File: src/rtl/tdma_pkg.sv
// Shared definitions for the Nios TDMA bridge: address field positions,
// the queued packet payload and a width helper for counters.
package tdma_pkg;

  localparam int unsigned ADDR_VALID_BIT = 7;
  localparam int unsigned ADDR_DEST_MSB  = 6;
  localparam int unsigned DEST_W         = 7;
  localparam int unsigned DATA_W         = 32;

  // One TX FIFO entry: destination port plus payload.
  typedef struct packed {
    logic [DEST_W-1:0] dest;
    logic [DATA_W-1:0] data;
  } tdma_pkt_t;

  // Ceiling log2; returns 0 for v <= 1.
  function automatic int unsigned clog2(input int unsigned v);
    int unsigned r;
    r = 0;
    while ((64'd1 << r) < 64'(v)) r++;
    return r;
  endfunction

endpackage

File: src/rtl/tdma_tx_fifo.sv
// Synchronous first-word-fall-through FIFO of tdma_pkt_t.
// Ports: clk, reset (async, active-high), push/din write side,
// pop/dout read side, full/empty flags and the occupancy count.
// A push into a full FIFO is accepted only when a pop happens on the same edge.
module tdma_tx_fifo
  import tdma_pkg::*;
#(
  parameter  int unsigned DEPTH = 4,
  localparam int unsigned CW    = clog2(DEPTH + 1)
) (
  input  logic          clk,
  input  logic          reset,
  input  logic          push,
  input  logic          pop,
  input  tdma_pkt_t     din,
  output tdma_pkt_t     dout,
  output logic          full,
  output logic          empty,
  output logic [CW-1:0] count
);

  localparam int unsigned AW = clog2(DEPTH);

  tdma_pkt_t     mem_q [DEPTH];
  logic [AW-1:0] wr_ptr_q;
  logic [AW-1:0] rd_ptr_q;
  logic [CW-1:0] count_q;
  logic          do_push;
  logic          do_pop;

  assign empty   = (count_q == '0);
  assign full    = (count_q == CW'(DEPTH));
  assign do_pop  = pop && !empty;
  assign do_push = push && (!full || do_pop);
  assign dout    = mem_q[rd_ptr_q];
  assign count   = count_q;

  // Storage, pointers and occupancy; pointers wrap naturally (DEPTH is 2^AW).
  always_ff @(posedge clk or posedge reset) begin
    if (reset) begin
      wr_ptr_q <= '0;
      rd_ptr_q <= '0;
      count_q  <= '0;
      for (int i = 0; i < int'(DEPTH); i++) mem_q[i] <= '0;
    end else begin
      if (do_push) begin
        mem_q[wr_ptr_q] <= din;
        wr_ptr_q        <= wr_ptr_q + AW'(1);
      end
      if (do_pop) rd_ptr_q <= rd_ptr_q + AW'(1);
      count_q <= count_q + CW'(do_push) - CW'(do_pop);
    end
  end

endmodule

File: src/rtl/tdma_nios_bridge.sv
// Network-side endpoint of the Nios TDMA PIO pair.
// Ports: clk, reset (async, active-high);
//   nios_send_addr/data  : send PIOs ([7] request toggle, [6:0] dest)
//   nios_recv_addr/data  : receive PIOs ([7] arrival toggle, [6:0] dest)
//   noc_send_addr/data   : to TDMA-MIN ([7] valid, [6:0] dest), held for our slot
//   noc_recv_addr/data   : from TDMA-MIN ([7] valid, [6:0] dest)
//   tx_full              : TX FIFO full (from the count register)
//   tx_overflow          : sticky, a request was dropped on a full FIFO
module tdma_nios_bridge
  import tdma_pkg::*;
#(
  parameter int unsigned PORT_ID     = 0,
  parameter int unsigned NUM_PORTS   = 8,
  parameter int unsigned SLOT_CYCLES = 4,
  parameter int unsigned FIFO_DEPTH  = 4
) (
  input  logic        clk,
  input  logic        reset,
  input  logic [7:0]  nios_send_addr,
  input  logic [31:0] nios_send_data,
  output logic [7:0]  nios_recv_addr,
  output logic [31:0] nios_recv_data,
  output logic [7:0]  noc_send_addr,
  output logic [31:0] noc_send_data,
  input  logic [7:0]  noc_recv_addr,
  input  logic [31:0] noc_recv_data,
  output logic        tx_full,
  output logic        tx_overflow
);

  localparam int unsigned SW  = clog2(NUM_PORTS);
  localparam int unsigned CYW = (SLOT_CYCLES > 1) ? clog2(SLOT_CYCLES) : 1;
  localparam int unsigned CW  = clog2(FIFO_DEPTH + 1);

  typedef enum logic {TX_IDLE, TX_SEND} tx_state_e;

  tx_state_e      state_q, state_d;
  logic [7:0]     req_addr_q;
  logic [31:0]    req_data_q;
  logic           last_req_tog_q;
  logic           tx_overflow_q;
  logic [CYW-1:0] cyc_cnt_q;
  logic [SW-1:0]  slot_cnt_q;
  logic [7:0]     noc_addr_q, noc_addr_d;
  logic [31:0]    noc_data_q, noc_data_d;
  logic [7:0]     rx_addr_q;
  logic [31:0]    rx_data_q;

  logic           req_pend;
  logic           fifo_pop;
  logic           fifo_full;
  logic           fifo_empty;
  logic [CW-1:0]  fifo_count;
  tdma_pkt_t      fifo_din;
  tdma_pkt_t      fifo_dout;
  logic           slot_wrap;
  logic           slot_enter;
  logic           slot_leave;

  // A request is any toggle edge on the registered send-addr PIO.
  assign req_pend = (req_addr_q[ADDR_VALID_BIT] != last_req_tog_q);
  assign fifo_din = '{dest: req_addr_q[ADDR_DEST_MSB:0], data: req_data_q};

  assign slot_wrap  = (cyc_cnt_q == CYW'(SLOT_CYCLES - 1));
  assign slot_enter = slot_wrap && ((slot_cnt_q + SW'(1)) == SW'(PORT_ID));
  assign slot_leave = slot_wrap && (slot_cnt_q == SW'(PORT_ID));

  tdma_tx_fifo #(.DEPTH(FIFO_DEPTH)) u_fifo (
    .clk   (clk),
    .reset (reset),
    .push  (req_pend),
    .pop   (fifo_pop),
    .din   (fifo_din),
    .dout  (fifo_dout),
    .full  (fifo_full),
    .empty (fifo_empty),
    .count (fifo_count)
  );

  // PIO capture, toggle tracking, sticky overflow and the free-running slot timer.
  always_ff @(posedge clk or posedge reset) begin
    if (reset) begin
      req_addr_q     <= '0;
      req_data_q     <= '0;
      last_req_tog_q <= 1'b0;
      tx_overflow_q  <= 1'b0;
      cyc_cnt_q      <= '0;
      slot_cnt_q     <= '0;
    end else begin
      req_addr_q <= nios_send_addr;
      req_data_q <= nios_send_data;
      if (req_pend) begin
        last_req_tog_q <= req_addr_q[ADDR_VALID_BIT];
        if (fifo_full && !fifo_pop) tx_overflow_q <= 1'b1;
      end
      cyc_cnt_q <= slot_wrap ? '0 : cyc_cnt_q + CYW'(1);
      if (slot_wrap) slot_cnt_q <= slot_cnt_q + SW'(1);
    end
  end

  // TX state and launched packet registers.
  always_ff @(posedge clk or posedge reset) begin
    if (reset) begin
      state_q    <= TX_IDLE;
      noc_addr_q <= '0;
      noc_data_q <= '0;
    end else begin
      state_q    <= state_d;
      noc_addr_q <= noc_addr_d;
      noc_data_q <= noc_data_d;
    end
  end

  // Launch decision is made only at slot entry, so a push landing mid-slot waits a frame.
  always_comb begin
    state_d    = state_q;
    noc_addr_d = noc_addr_q;
    noc_data_d = noc_data_q;
    fifo_pop   = 1'b0;
    case (state_q)
      TX_IDLE: begin
        if (slot_enter && !fifo_empty) begin
          fifo_pop   = 1'b1;
          noc_addr_d = {1'b1, fifo_dout.dest};
          noc_data_d = fifo_dout.data;
          state_d    = TX_SEND;
        end
      end
      TX_SEND: begin
        if (slot_leave) begin
          noc_addr_d = '0;
          noc_data_d = '0;
          state_d    = TX_IDLE;
        end
      end
      default: state_d = TX_IDLE;
    endcase
  end

  // RX latch: every valid beat overwrites the previous one and flips the arrival toggle.
  always_ff @(posedge clk or posedge reset) begin
    if (reset) begin
      rx_addr_q <= '0;
      rx_data_q <= '0;
    end else if (noc_recv_addr[ADDR_VALID_BIT]) begin
      rx_addr_q <= {~rx_addr_q[ADDR_VALID_BIT], noc_recv_addr[ADDR_DEST_MSB:0]};
      rx_data_q <= noc_recv_data;
    end
  end

  assign noc_send_addr  = noc_addr_q;
  assign noc_send_data  = noc_data_q;
  assign nios_recv_addr = rx_addr_q;
  assign nios_recv_data = rx_data_q;
  assign tx_overflow    = tx_overflow_q;
  assign tx_full        = (fifo_count == CW'(FIFO_DEPTH));

endmodule

File: config.mk
export PLATFORM = sky130hd
export DESIGN_NAME = tdma_nios_bridge
export DESIGN_NICKNAME = d
export VERILOG_FILES = /design/src/rtl/tdma_pkg.sv /design/src/rtl/tdma_tx_fifo.sv /design/src/rtl/tdma_nios_bridge.sv
export SDC_FILE = /design/constraint.sdc
export NUM_CORES = 1
export LEC_CHECK = 0
export BUFFER_PORTS_ARGS = -buffer_cell sky130_fd_sc_hd__buf_2
export CORE_ASPECT_RATIO = 1.75
export CORE_MARGIN = 5
export CORE_UTILIZATION = 30
export CTS_CLUSTER_DIAMETER = 120
export CTS_CLUSTER_SIZE = 25
export DETAILED_ROUTE_END_ITERATION = 7
export SLEW_MARGIN = 30
export SYNTH_ARGS = -nofsm -noshare
export SYNTH_HDL_FRONTEND = slang
export SYNTH_SLANG_ARGS = --single-unit
File: constraint.sdc
create_clock -name clk -period 13.9 [get_ports clk]
set_input_delay 4.17 -clock clk [delete_from_list [all_inputs] [get_ports clk]]
set_output_delay 4.17 -clock clk [all_outputs]
set_load 0.005 [all_outputs]
== Word-level counts from Yosys, hierarchy flattened ==
Index checks and enable logic that the tools add are counted.
W data, S select, Z words.
Word-level totals
  register bits: 291
  input bits: 82
  output and inout port bits: 82
  logic and storage cells: 73
Cells by class
  add/sub/neg operators: 6
  magnitude comparators: 3
  equal/unequal tests: 5
  multiplexer cells: 17
  bitwise gates (word level): 4
  reduce and logical (&&, ||, !) cells: 16
Operators by type and width (count)
  $bwmux W156: 1
  $mux W39: 3
  $bmux W39 S2: 1
  $demux W39 S2: 1
  $mux W32: 2
  $pmux W32 S2: 1
  $mux W8: 2
  $pmux W8 S2: 1
  $logic_not A3 Y1: 3
  $logic_and A1 B1 Y1: 7
  $add A2 B1 Y2 const B: 3
  $ge A3 B3 Y1 const B: 2
  $not A2 Y3: 2
  $reduce_and A2 Y1: 2
  $add A3 B1 Y3: 1
  $add A3 B1 Y3 const B: 1
  $eq A3 B3 Y1 const B: 1
  $logic_not A1 Y1: 3
  $lt A3 B1 Y1 const B: 1
  $mux W1: 3
  $sub A3 B1 Y3: 1
  $eq A2 B2 Y1 const B: 1
  $mux W2: 1
  $ne A2 B1 Y1 const B: 1
  other kinds (5): 6

== Longest topological paths before layout ==
Gate-level depths: netlist of run 1.
  word-level depth: 11
  mapped depth: 14

== Cells and area by module ==
A second synthesis of run 1 with hierarchy kept.
Second synthesis, totals
  cell total of the unflattened synthesis: 740
  area, all modules: 11756.3 um^2
By module, submodules not included
  tdma_tx_fifo: instances 1, cells each 415, area each 7139.3 um^2
  tdma_nios_bridge: instances 1, cells each 325, area each 4616.9 um^2

== Least setup slack after synthesis of run 1 ==
Ideal clock, no wire load.
  kind: input to register
  start point: input port noc_recv_addr[7]
  end point: register rx_data_q[0] (netlist: nios_recv_data[0])
  arrival: 4.863 ns
  data required time: 13.775 ns
  slack: 8.912 ns
  cell stages on the path: 2
  buffers on the path: 1
  cell sequence: buf_1 mux2_2
RTL lines
  from (decl): RTL line tdma_nios_bridge.sv:25  | input logic [7:0] noc_recv_addr,
  to (signal assigned): RTL line tdma_nios_bridge.sv:147  | rx_data_q <= noc_recv_data;
  to (decl): RTL line tdma_nios_bridge.sv:47  | logic [31:0] rx_data_q;
No word-level cell between the ends.

== Worst setup path after layout of run 1 ==
  start point: register u_fifo.count_q[1] (netlist: u_fifo.count[1])
  end point: output port tx_full
Between the ends
  longest elaborated chain between the ends: 1
RTL lines
  from (decl): RTL line tdma_tx_fifo.sv:27  | logic [CW-1:0] count_q;
  from (signal assigned): RTL line tdma_tx_fifo.sv:51  | count_q <= count_q + CW'(do_push) - CW'(do_pop);
  $eq A3 B3 Y1: RTL line tdma_nios_bridge.sv:156  | assign tx_full = (fifo_count == CW'(FIFO_DEPTH));
  to (decl): RTL line tdma_nios_bridge.sv:27  | output logic tx_full,
Every way passes these cells.

==> results of run 1 <==
## cell usage after synthesis (all sizes together)
master,instances
inv,11
and3,4
xor2,5
nor2,2
clkbuf,19
mux2,196
buf,24
nand4b,1
nand2b,2
nand3b,1
ha,10
or3,1
fa,1
dfrtp,291
o21ai,42
nand2,87
nor3b,1
mux4,39
xnor2,5
## logic make-up (layout without fill, tap and decap cells)
| family | count (synthesis) | count (layout) | share of synthesized area [%] |
|---|---|---|---|
| buf+inv | 54 | 198 | 2.702 |
| fa+ha+maj | 11 | 11 | 1.239 |
| simple gates | 99 | 99 | 3.642 |
| xor+xnor | 10 | 10 | 0.8117 |
| other cells | 0 | 1 | 0 |
| flops | 291 | 291 | 62.16 |
| mux | 235 | 235 | 27.62 |
| compound gates | 42 | 42 | 1.826 |
## registers in the layout, indices dropped and copies added, names as in the netlist, 2 cells and up
register and cells:
u_fifo.mem_q 156, nios_recv_data 32, noc_send_data 32, req_data_q 32, nios_recv_addr 8, noc_send_addr 8, req_addr_q 8, slot_cnt_q 3
u_fifo.count 3, cyc_cnt_q 2, u_fifo.rd_ptr_q 2, u_fifo.wr_ptr_q 2
## how the worst min path moves through the flow
stage                  start              to  slack, ns  cells past startpoint
2_1_floorplan   cyc_cnt_q[0]    cyc_cnt_q[0]       0.41                      1
3_3_place_gp    cyc_cnt_q[0]    cyc_cnt_q[0]       0.42                      1
3_5_place_dp    cyc_cnt_q[0]    cyc_cnt_q[0]       0.43                      1
4_1_cts         cyc_cnt_q[0]    cyc_cnt_q[0]       0.45                      1
5_1_grt        req_addr_q[7]  last_req_tog_q       0.46                      0
6_report        cyc_cnt_q[0]    cyc_cnt_q[0]       0.45                      1
## power by group through the flow
| stage | Clock (W) | Sequential (W) | Combinational [W] |
|---|---|---|---|
| after global placement | 0 | 0.00132 | 0.000718 |
| after detailed placement | 0 | 0.00134 | 0.000736 |
| after CTS | 0.000496 | 0.00132 | 0.000739 |
| after floorplan | 0 | 0.00126 | 0.000636 |
| final | 0.000468 | 0.00130 | 0.000741 |
| after global routing | 0.000523 | 0.00134 | 0.000809 |
## per-stage QoR
stage | std cells | setup WS, ns | utilization, % | hold WS, ns | cell area, um2
3_3_place_gp | 1352 | 7.812 | 33.53 | 0.4179 | 12910
3_5_place_dp | 1352 | 7.825 | 33.54 | 0.4325 | 12920
2_1_floorplan | 742 | 1.696 | - | 0.4089 | 11720
4_1_cts | 1370 | 8.321 | 34.56 | 0.4493 | 13310
6_report | 1372 | 8.371 | 34.64 | 0.4462 | 13340
5_1_grt | 1371 | 8.246 | 34.64 | 0.4637 | 13340
## cell type report
class	count	area [um2]	share of cell area, %
Inverter	11	53.80	0.4033
Tap cell	485	606.8	4.548
Timing Repair Buffer	169	880.8	6.602
Multi-Input combinational cell	397	4116	30.85
Clock inverter	1	11.26	0.08440
Clock buffer	17	382.9	2.870
Sequential cell	291	7287	54.62
Antenna cell	1	2.502	0.01876
## worst reg2reg max path: stages (launching register included)
cell	delay, ns
sky130_fd_sc_hd__dfrtp_1	0.43
sky130_fd_sc_hd__ha_1	0.27
sky130_fd_sc_hd__xor2_2	0.20
sky130_fd_sc_hd__nor2_1	0.11
sky130_fd_sc_hd__nand2_1	0.11
sky130_fd_sc_hd__inv_2	0.06
sky130_fd_sc_hd__buf_4	0.67
sky130_fd_sc_hd__ha_1	0.38
sky130_fd_sc_hd__inv_1	0.05
sky130_fd_sc_hd__ha_1	0.12
sky130_fd_sc_hd__inv_1	0.04
sky130_fd_sc_hd__fa_1	0.38
sky130_fd_sc_hd__xnor2_1	0.18
sky130_fd_sc_hd__xnor2_1	0.15
## layer usage
| layer | GRT usage, % | vias to the layer above | wire, um |
|---|---|---|---|
| met3 | 2.064 | 20 | 1003 |
| met4 | 3.033 | 0 | 425 |
| met2 | 20.43 | 102 | 12960 |
| li1 | - | 2857 | - |
| met5 | 0 | - | 0 |
| met1 | 13.96 | 3327 | 10210 |
==> impl_summary.md, run 1 <==
Critical path
For the worst setup path, the data arrival time is 1.36 ns. In this design, the stage delay of the slowest critical-path cell is approximately 0.45 ns. The critical register-to-register path endpoint is u_fifo.count[2]. For flop-to-flop paths, the worst setup slack is approximately 11 ns.

The critical path goes through nor3b_2 -> buf_2. For this design, the slowest cell found on the critical path is sky130_fd_sc_hd__dfrtp_1. The last element of the critical path is tx_full.

Data on the critical path is required at its endpoint by 9.73 ns. Counting buffers and inverters, the worst setup path is 2 cells deep. The worst setup path is captured at an output pin. The startpoint identified for the worst register-to-register timing path is slot_cnt_q[0]. The path depth of the worst reg2reg path is 13. The type of element launching the critical path is a flop. The total buffers and inverters traversed by the critical path is 1. The category of the most critical setup path is reg -> out. Of all nets on the critical path, the largest fanout is 4. The family with the most delay on the worst path is flip-flops. The critical path starts at u_fifo.count[1].

GRT
The total congestion overflow is 0. Entering global routing, the biggest net connects ~140 pins. The initial antenna violation count is 0. The via count of the first global-routing pass is 6896. The total routing usage reported by global routing is ~11%.

The first global-routing pass estimated roughly 40000 um of wire.

Route
Dividing the detail-routed wire length by the instance count gives 17.93 um. The pre-antenna-repair detailed-routing pass consisted of 4 iterations. The final routed DRC violation total is 0. The DRC marker count from the first detailed-route iteration is between 200 and 300.

The residual antenna-violating net count after detailed routing is 0. Summing over every cut layer, the via total after detailed routing is about 6.3k. The total wire length after detailed routing is roughly 25000 um. The ratio of routed vias to standard cells is 4.596.

Timing
The final-report hold violation count came to 0. The post-route minimum period is 5.529 ns. The setup violation total in the final timing report is 0. Across the routed clock network, the largest skew measured is a little over 0.02 ns.

Setup repair after global routing left no endpoint under its margin. The final-report max-slew violation count is 0. For this run, the top clock speed supported by timing is between 150 and 200 MHz.

The share of the clock period used by the worst path is between 30% and 40%. For the pin with the worst max-slew slack, the measured transition is between 0.8 and 0.9 ns. Adding up every negative setup slack in the final design gives 0 ns. Headroom to the max-slew limit came out at between 40% and 50%.

Yosys
The average size of a mapped cell is roughly 16 um2. In this run, synthesis produced a sequential element count of 291. During synthesis, Yosys emitted a total of 0 warnings. The count of cell types in the netlist is 27. The post-synthesis cell type with the largest combined area is sky130_fd_sc_hd__dfrtp_1.

The synthesized design devotes to its leading area cell type around 62% of total area. The total standard cell area after synthesis is 11710 um2. In the post-synthesis netlist, the biggest area contributors are sky130_fd_sc_hd__dfrtp_1 (62%), sky130_fd_sc_hd__mux2_2 (15%), sky130_fd_sc_hd__mux4_2 (7.5%). The total nets after synthesis is ~840. Synthesis handed over a netlist of 742 instances. After synthesis, flip-flops and latches occupy 62.16% of the total area.

Clock network
The clock tree buffer depth is 3. CTS built an H-tree with a depth of 1. Buffers added to address setup during post-CTS repair amount to 0.

The post-CTS clock slew at the launch and capture registers of the worst setup and hold paths is between 0.1 and 0.15 ns. The number of buffers inserted by hold repair at cts is 0. The clock tree root buffer cell is sky130_fd_sc_hd__clkbuf_16. The latest clock arrival within the worst-skew pair is around 0.50 ns. TritonCTS created 15 clock buffers. The number of gates resized after CTS was 0.

TritonCTS built the clock tree. The clock drives around 290 sinks.

Placement
Detailed placement finished with a half-perimeter wire length of roughly 15000 um. The count of input and output buffers is roughly 160. Routability-driven placement finished with a final weighted congestion of ~0.7.

Power
Dividing total power by cell area gives a power density of 188.0 nW/um2. The post-layout total power is approximately 0.0025 W. The clock network fraction of total power is approximately a fifth. The switching share of power is 27.21%. The net switching power is between 0.0006 and 0.0007 W. The part of the power in combinational logic is around 30%.

The sequential cell fraction of total power is 51.8%. The standby leakage power is 5.911 nW. The worst-case IR drop observed on VDD is ~0.076 mV. Cell internal power was estimated by the tool at around 0.0018 W.

Floorplan
The row count is 95. For this configuration, the core starts out at a cell density of between 30% and 40%. The die covers about 43000 um2. From left edge to right edge, the die measures 159.4 um. Pin placement for this block handled 164 I/O pins. The area of the core region is around 39000 um2.

The die extent in y is 271.4 um.

Status
The flow ran to the end, and the final reports show no timing, DRC or antenna violations.

Cells and area
In the layout the commonest cells are sky130_fd_sc_hd__dfrtp_1 (289), sky130_fd_sc_hd__buf_2 (163), sky130_fd_sc_hd__mux2_2 (156), sky130_fd_sc_hd__nand2_1 (87), sky130_fd_sc_hd__o21ai_0 (41). The most common cell after layout, fill and taps aside is sky130_fd_sc_hd__dfrtp_1. The signed area change from the synthesized netlist to the final layout is 13.88%. Cells with a size suffix above 1 make up between 40% and 50% of the layout. At the end of the flow, the number of nets in the layout was a little under 1k. The filler cell count in the final layout is about 3.8k.

Hold path
The min-delay analysis places its worst path in the category reg -> reg.

Job
The max-cap violation count is 0.
Power figures use the tool's default switching activity.
==> run 2: changes to the inputs <==
Clock period 13.9 ns to 5 ns, I/O delays scaled along.
==> run 2 against run 1 <==
Setup slack got worse by 6.3 ns. Global-route usage increased by 0.053 points. Final cell count increased by 0.44%. Non-clock buffer count increased by 6. Die area unchanged. Sequential share of layout area decreased by 0.30 points. Clock skew increased by 0.0070 ns. Critical endpoint unchanged. Largest power group unchanged.
==> impl_summary.md, run 2 (same netlist as run 1, synthesis figures left out) <==
Placement
The count of input and output buffers is around 160. The final HPWL from detailed placement is roughly 16000 um. The total instance count after detailed placement is between 1k and 1.5k. At the placement stage, the worst setup path has a slack of between 2 and 2.5 ns. The total placed instance area is 12990 um2.

Routability-driven placement finished with a final weighted congestion of ~0.70.

Power
Power spread over the standard cell area amounts to 520.3 nW/um2. In this run the static leakage power is between 5 and 6 nW. The post-layout total power is roughly 0.007 W. Net switching is roughly 27% of the power. The internal cell power is just over 0.005 W. The clock network fraction of total power is between 10% and 20%. In this run, flip-flops and latches consume between 50% and 60% of the power.

The analysis attributes to net switching a power of 0.001894 W. Of the total power, combinational logic draws just under 30%. The worst-case vdd ir drop is around 0.21 mV.

Cells and area
The signed area change from the synthesized netlist to the final layout is 14.50%. The library cell used most frequently in the layout, excluding fill and tap cells, is sky130_fd_sc_hd__dfrtp_1. The count of placed standard cells in the final layout, fillers left out is roughly 1.4k. The register with the most flip-flops in the layout has 156 of them. Once layout is done, the placed cells without fillers occupy between 10000 and 15000 um2. In the layout the commonest cells are sky130_fd_sc_hd__dfrtp_1 (289), sky130_fd_sc_hd__buf_2 (163), sky130_fd_sc_hd__mux2_2 (156), sky130_fd_sc_hd__nand2_1 (87), sky130_fd_sc_hd__o21ai_0 (41).

The share of layout cells above drive strength 1 is 49.05%. 0 antenna diodes ended up in the layout. The register with the most flip-flops in the final layout is u_fifo.mem_q. In the final design database the tool counted around 980 nets.

Floorplan
In this run the vertical extent of the chip is 271.4 um. The initialized floorplan defines 95 standard-cell rows. The die is about 160 um wide. Once the floorplan was initialized, standard cells occupied a little under a third of the core. The total area inside the core boundary comes to 38510 um2. For this design the top-level I/O count stands at between 150 and 200.

The area enclosed by the die boundary is approximately 43000 um2.

Timing
For the pin with the worst max-slew slack, the measured transition is between 0.8 and 0.9 ns. Setup violations remaining at the end of the flow were counted as 0. Headroom to the max-slew limit came out at 41.61%. The post-route minimum period is slightly below 3 ns. The final-report hold violation count is 0. After layout, the worst path uses slightly below 60% of the clock period. The highest achievable clock rate is 345.3 MHz. The final-report max-slew violation count is 0. Setup repair after global routing left no endpoint under its margin. After layout, the worst setup slack is ~2.1 ns.

The largest clock skew in the final design is 0.02727 ns.

Critical path
STA classifies the critical path startpoint as a flop. The delay of the slowest cell on the worst path is roughly 0.46 ns. The data arrival at the endpoint of the critical path is 1.40 ns.

Of all nets on the critical path, the largest fanout is 4. Among all stages on the critical path, the largest delay is contributed by sky130_fd_sc_hd__dfrtp_1. The worst setup path is captured at an output pin. For the worst flop-to-flop path, the logic depth is 5. The category of the most critical setup path is reg -> out. Traced cell by cell, the critical path runs through nor3b_2 -> buf_2.

Data on the critical path is required at its endpoint by approximately 3.5 ns.

Status
The flow ran to the end, and the final reports show no timing, DRC or antenna violations.

Clock network
The clock tree from TritonCTS is done. The number of buffers inserted by hold repair at cts is 0. The number of gates resized after cts is 0. The number of clock sinks is 291.

The total clock buffers created by CTS is 15. After clock tree synthesis, the setup repair step added 0 buffers. The clock reaches the later pin of the worst-skew pair after 0.51 ns. The post-CTS clock slew at the launch and capture registers of the worst setup and hold paths is approximately 0.1 ns. The depth of the CTS H-tree is 1. The clock tree root buffer cell is sky130_fd_sc_hd__clkbuf_16. The clock passes through at most 3 buffers.

Route
The total wire length after detailed routing is 24650 um. The final route contains 6261 vias. After the first detailed-routing iteration, the DRC count stood at around 210. The iteration count of the initial detailed-routing pass is 4. Dividing the detail-routed via count by the number of cells gives around 4.5.

In the routed design, unresolved DRC markers number 0. In this run the remaining antenna-violating nets after routing total 0. In the final routed layout, each cell accounts on average for ~18 um.

Job
The max-cap violation count is 0.

GRT
The initial antenna violation count came to 2. The first global-routing pass estimated 40030 um of wire. Entering global routing, the biggest net connects 98 pins. The total congestion overflow is 0.

The via count of the first global-routing pass is around 7.0k. The total routing usage reported by global routing is between 10% and 20%.

Hold path
The type of the worst min-delay path is reg -> reg. The cell depth of the worst min-delay path is 0.
-- run 2: worst max-delay path: cells and delay by family, from the launching register on --
kind          cells  cell delay, ns
flops             1            0.46
simple gates      1            0.27
buf+inv           1            0.17
-- run 2: power by group through the flow --
stage / clock network (W) / registers [W] / logic (W)
6_report: 0.00130 / 0.00362 / 0.00206
5_1_grt: 0.00145 / 0.00373 / 0.00225
4_1_cts: 0.00138 / 0.00367 / 0.00205
3_5_place_dp: 0 / 0.00371 / 0.00205
3_3_place_gp: 0 / 0.00368 / 0.00200
2_1_floorplan: 0 / 0.00351 / 0.00177
-- run 2: cell type report --
| type | instances | area, um2 |
|---|---|---|
| multi-input cells | 397 | 4116 |
| well taps | 485 | 606.8 |
| inverters | 11 | 45.04 |
| repair buffers | 175 | 955.9 |
| clock buffers | 17 | 382.9 |
| fillers | 3757 | 25100 |
| flip-flops and latches | 291 | 7287 |
| clock inverters | 2 | 20.02 |
-- run 2: path summary, 6_finish.rpt --
kind                            startpoint                 end  slack [ns]
max                        u_fifo.count[1]             tx_full        2.10
min                          req_addr_q[7]      last_req_tog_q        0.41
max reg2reg                  slot_cnt_q[0]    u_fifo.mem_q[52]        2.55
min reg2reg                  req_addr_q[7]      last_req_tog_q        0.41
max in group asynchronous            reset  u_fifo.wr_ptr_q[1]        2.94
min in group asynchronous            reset  nios_recv_data[10]        0.98
-- run 2: metrics by stage --
| step | hold slack (ns) | TNS, ns | utilization [%] |
|---|---|---|---|
| floorplan | 0.4089 | -105.10 | - |
| global placement | 0.3878 | 0 | 33.68 |
| detailed placement | 0.3920 | 0 | 33.73 |
| CTS | 0.4178 | 0 | 34.78 |
| global route | 0.4299 | 0 | 34.83 |
| finish | 0.4134 | 0 | 34.83 |
-- run 2: layer usage --
layer	GRT usage [%]	share of wire, %
met1	13.76	41
met2	21.15	54
met3	1.670	3.2
met4	2.966	1.6
met5	0	0.053
==> run 3: changes to the inputs <==
Settings changed: ABC_AREA from default to 1.
Clock period 5 ns to 2.35 ns, I/O delays scaled along.
==> run 3 against run 2 <==
Worst hold slack got worse by 0.17 ns. First-iteration DRC count increased to 3.6 times the previous value. Via count increased by 56%. Sequential share of layout area decreased by 3.4 points. Combinational power increased by 150%. Critical path depth increased by 8. Synthesized cell count increased by 78%. Final cell count increased by 45%. Area after synthesis increased by 6.0%. Final area increased by 6.7%. Critical endpoint is now u_fifo.count[1]. Largest cell class unchanged.
==> impl_summary.md, run 3 <==
Route
The residual antenna-violating net count after detailed routing is 0. For this run, the detailed router's first-pass iteration total came to 6. Dividing the detail-routed wire length by the instance count gives roughly 17 um. The final route contains approximately 9.8k vias.

Wires add up to between 30000 and 40000 um. For this block, the initial DRC count from the detailed router was a little under 800. The final routed DRC violation total is 0.

The ratio of routed vias to standard cells is between 4 and 5.

Critical path
The path depth of the worst reg2reg path is 10. The delay of the slowest cell on the worst path is ~0.5 ns. The sort of element at the end of the critical path is a flop.

The type of element launching the critical path is a flop. Counting both buffers and inverters, the worst setup path holds a total of 3. The most repeated library cell on the critical path is sky130_fd_sc_hd__inv_1. The critical path in this run is classified as reg -> reg. The largest fanout on the critical path is 4.

The launching point of the worst reg2reg path is slot_cnt_q[0]. For flop-to-flop paths, the worst setup slack is roughly 0.16 ns. Data on the critical path is required at its endpoint by around 2.8 ns. The family with the most delay on the worst path is adder cells. The endpoint identified for the worst register-to-register timing path is u_fifo.count[1]. For the worst setup path, the data arrival time is around 2.6 ns. The cell at the slowest stage of the critical path is sky130_fd_sc_hd__fa_1. The number of cells on the critical path is 10. The critical path goes through ha_1 -> xnor2_2 -> nand4_4 -> nand2_4 -> nand2_1 -> inv_1 -> ha_1 -> inv_1 -> fa_1 -> inv_1.

Clock network
Counting along the longest clock path gives a buffer depth of 3. The depth of the CTS H-tree is 1. Counting every sink on the clock net gives a little under 300. The total clock buffers created by CTS is 15. The number of hold buffers added after CTS was 0. CTS placed an instance of sky130_fd_sc_hd__clkbuf_16 at the clock tree root. The number of gates resized after cts is 0.

Clock-pin slew was measured on the worst setup and hold paths at about 0.1 ns. The latest clock arrival within the worst-skew pair is approximately 0.52 ns. Post-CTS timing repair inserted 0 buffers for setup. TritonCTS built the clock tree.

Floorplan
The area enclosed by the die boundary is about 46000 um2. The initial utilization of the core area, before any placement, comes to around 30%. In this run the count of I/O pins placed on the die edge is 164. The floorplan has 98 rows. In this run the horizontal extent of the chip is 163.8 um.

The die extent in y is approximately 280 um. The area of the core region is 40950 um2.

Timing
Setup violations remaining at the end of the flow were counted as 0. The post-route minimum period is roughly 2.2 ns. Setup repair after global routing left no endpoint under its margin. The share of the clock period used by the worst path is 93.06%.

Timing would allow up to about 460 MHz. For the pin with the worst max-slew slack, the measured transition is between 0.5 and 0.6 ns. In this run the tightest slew margin relative to its limit is between 60% and 70%. On the final layout, the worst clock skew is between 0.02 and 0.03 ns. The final-report hold violation count is 0. The final-report max-slew violation count came to 0. On the final layout, the worst hold slack is approximately 0.25 ns.

Hold path
The type of the worst min-delay path is in -> async.

Cells and area
Cells with a size suffix above 1 make up about a fifth of the layout. The utilization after layout is roughly a third. Leaving out fill and tap cells, the most frequent cell in the layout is sky130_fd_sc_hd__nand2_1.

The signed area change from the synthesized netlist to the final layout is 15.30%. The net count of the finished layout is about 1.5k. Leaving out filler cells and counting taps, the final layout contains 1993.

The register with the most flip-flops in the layout has ~160 of them. The register with the most flip-flops in the final layout is u_fifo.mem_q. Leaving out fill and tap cells, the most frequent cells in the layout are sky130_fd_sc_hd__nand2_1 (482), sky130_fd_sc_hd__dfrtp_1 (289), sky130_fd_sc_hd__buf_2 (163), sky130_fd_sc_hd__nand4_1 (156), sky130_fd_sc_hd__o21ai_0 (80). The finished cells cover 14320 um2.

Yosys
The post-synthesis cell type with the largest combined area is sky130_fd_sc_hd__dfrtp_1. The synthesized netlist devotes under 10% of its cell area to adder and majority cells. Yosys instantiated no cell more often than sky130_fd_sc_hd__nand2_1.

Summing the areas of all compound-gate instances in the mapped netlist gives 6.520% of the synthesized area. Counting flops with an async set or reset pin after synthesis yields a share of between 90% and 100%. The average instance in the mapped netlist occupies roughly 9.4 um2. The post-synthesis simple-gate area fraction is 23.28%.

The number of flops mapped to enable cells by yosys is 0. Yosys attributes the largest share of cell area to sky130_fd_sc_hd__dfrtp_1 (59%), sky130_fd_sc_hd__nand2_1 (15%), sky130_fd_sc_hd__nand4_1 (7.9%). The instance count of the mapped netlist is between 1k and 1.5k. The most common flop cell mapped by yosys is sky130_fd_sc_hd__dfrtp_1. The number of nets handed over by synthesis was around 1.4k. The combinational family with the most area after synthesis is simple AND/OR/NAND/NOR gates. Multiplexer cells account for 3.537% of the synthesized area. The xor/xnor share of the synthesized area is less than 1%. During synthesis, Yosys emitted a total of 0 warnings. The number of different library cells used by synthesis comes to 27.

The cell area that synthesis handed to floorplanning was between 10000 and 15000 um2. The post-synthesis sequential area ratio is 58.65%. After synthesis, the largest area contributor takes up 58.65% of total cell area. After synthesis, the most frequently instantiated cells are sky130_fd_sc_hd__nand2_1 (482), sky130_fd_sc_hd__dfrtp_1 (291), sky130_fd_sc_hd__nand4_1 (156).

After synthesis the netlist holds a flip-flop and latch count of slightly below 300.

GRT
For this run the aggregate overflow at the end of global routing stands at 0. Entering global routing, the biggest net connects 128 pins. The via count of the first global-routing pass is 9863. The first global-routing pass estimated about 55000 um of wire. The initial antenna violation count is 2. The total routing usage reported by global routing is around 15%.

Placement
The routability-driven placement congestion ratio is 0.7734. The final HPWL from detailed placement is about 21000 um. Counting tap cells, the placed design contains a total of 1973 instances.

The count of input and output buffers is around 160. The total placed instance area is about 14000 um2.

Status
The run finished with clean final reports.

Power
The net switching power is roughly 0.0058 W. The clock network fraction of total power is a little under a fifth. The standby leakage power is about 7 nW.

The sequential cell fraction of total power is 48.5%. The internal portion of the total power is between 0.009 and 0.01 W. VDD sags by at most ~0.5 mV. The ratio of total power to cell area is about 1100 nW/um2.

The part of the power in combinational logic is around a third. In this run switching power makes up between 30% and 40% of total power.

Job
Max-cap violations in this run came to 0.
run 3: cell types whose count changed after synthesis, sizes merged, moves of 6 or more:
cell,delta
o21ai,+39
inv,+45
nand2,+396
nand4,+157
clkbuf,+33
mux4,-39
nand3,+6
buf,+30
a21oi,+79
mux2,-157
run 3: worst max-delay path by stage:
stage | start | end | slack [ns]
floorplan | reset | cyc_cnt_q[0] | -2.22
global placement | slot_cnt_q[0] | u_fifo.count[2] | 0.17
detailed placement | slot_cnt_q[0] | u_fifo.mem_q[3] | 0.1
CTS | u_fifo.count[1] | tx_full | 0.006
global route | slot_cnt_q[0] | u_fifo.count[1] | 0.01
finish | slot_cnt_q[0] | u_fifo.count[1] | 0.16
run 3: worst reg2reg max path, delay by kind of cell (launching register included):
| kind | cells | cell delay (ns) |
|---|---|---|
| buffers and inverters | 3 | 0.18 |
| adders and majority gates | 3 | 0.90 |
| and+or+nand+nor | 3 | 0.39 |
| DFF | 1 | 0.43 |
| xor gates and xnor gates | 1 | 0.21 |
run 3: layout make-up:
cell class	instances	area (um2)
clock inverters	2	20.02
diodes	1	2.502
inverters	56	215.2
flip-flops and latches	291	7287
clock buffers	16	379.1
multi-input cells	869	4395
fillers	4257	26640
repair buffers	208	1328
well taps	550	688.2
run 3: metrics by stage:
stage / power, W / setup TNS [ns] / setup WS (ns)
3_5_place_dp: 0.01249 / 0 / 0.09570
2_1_floorplan: 0.01087 / -644.91 / -2.216
4_1_cts: 0.01539 / 0 / 0.006017
3_3_place_gp: 0.01233 / 0 / 0.1732
6_report: 0.01530 / 0 / 0.1632
5_1_grt: 0.01643 / 0 / 0.01226
run 3: cell families (layout without fill, tap and decap cells):
logic type                 Yosys count  count (layout)
xor gates and xnor gates             7               7
and+or+nand+nor                    651             651
buffers and inverters              162             282
adders and majority gates           11              11
other                                0               1
AOI/OAI and AO/OA                  161             161
DFF                                291             291
muxes                               39              39
run 3: per-layer routing:
layer | share of wire, % | vias up | GRT usage [%]
met5 | 0.040 | - | 0
met4 | 3.3 | 2 | 5.316
met3 | 6.0 | 54 | 2.585
met2 | 51 | 329 | 26.00
met1 | 40 | 4802 | 18.04
li1 | - | 4598 | -
run 3: power groups by stage:
| stage | logic [W] | clock network, W | registers (W) |
|---|---|---|---|
| floorplan | 0.00358 | 0 | 0.00729 |
| global placement | 0.00488 | 0 | 0.00744 |
| detailed placement | 0.00500 | 0 | 0.00749 |
| CTS | 0.00502 | 0.00297 | 0.00740 |
| global route | 0.00572 | 0.00311 | 0.00760 |
| finish | 0.00506 | 0.00282 | 0.00742 |
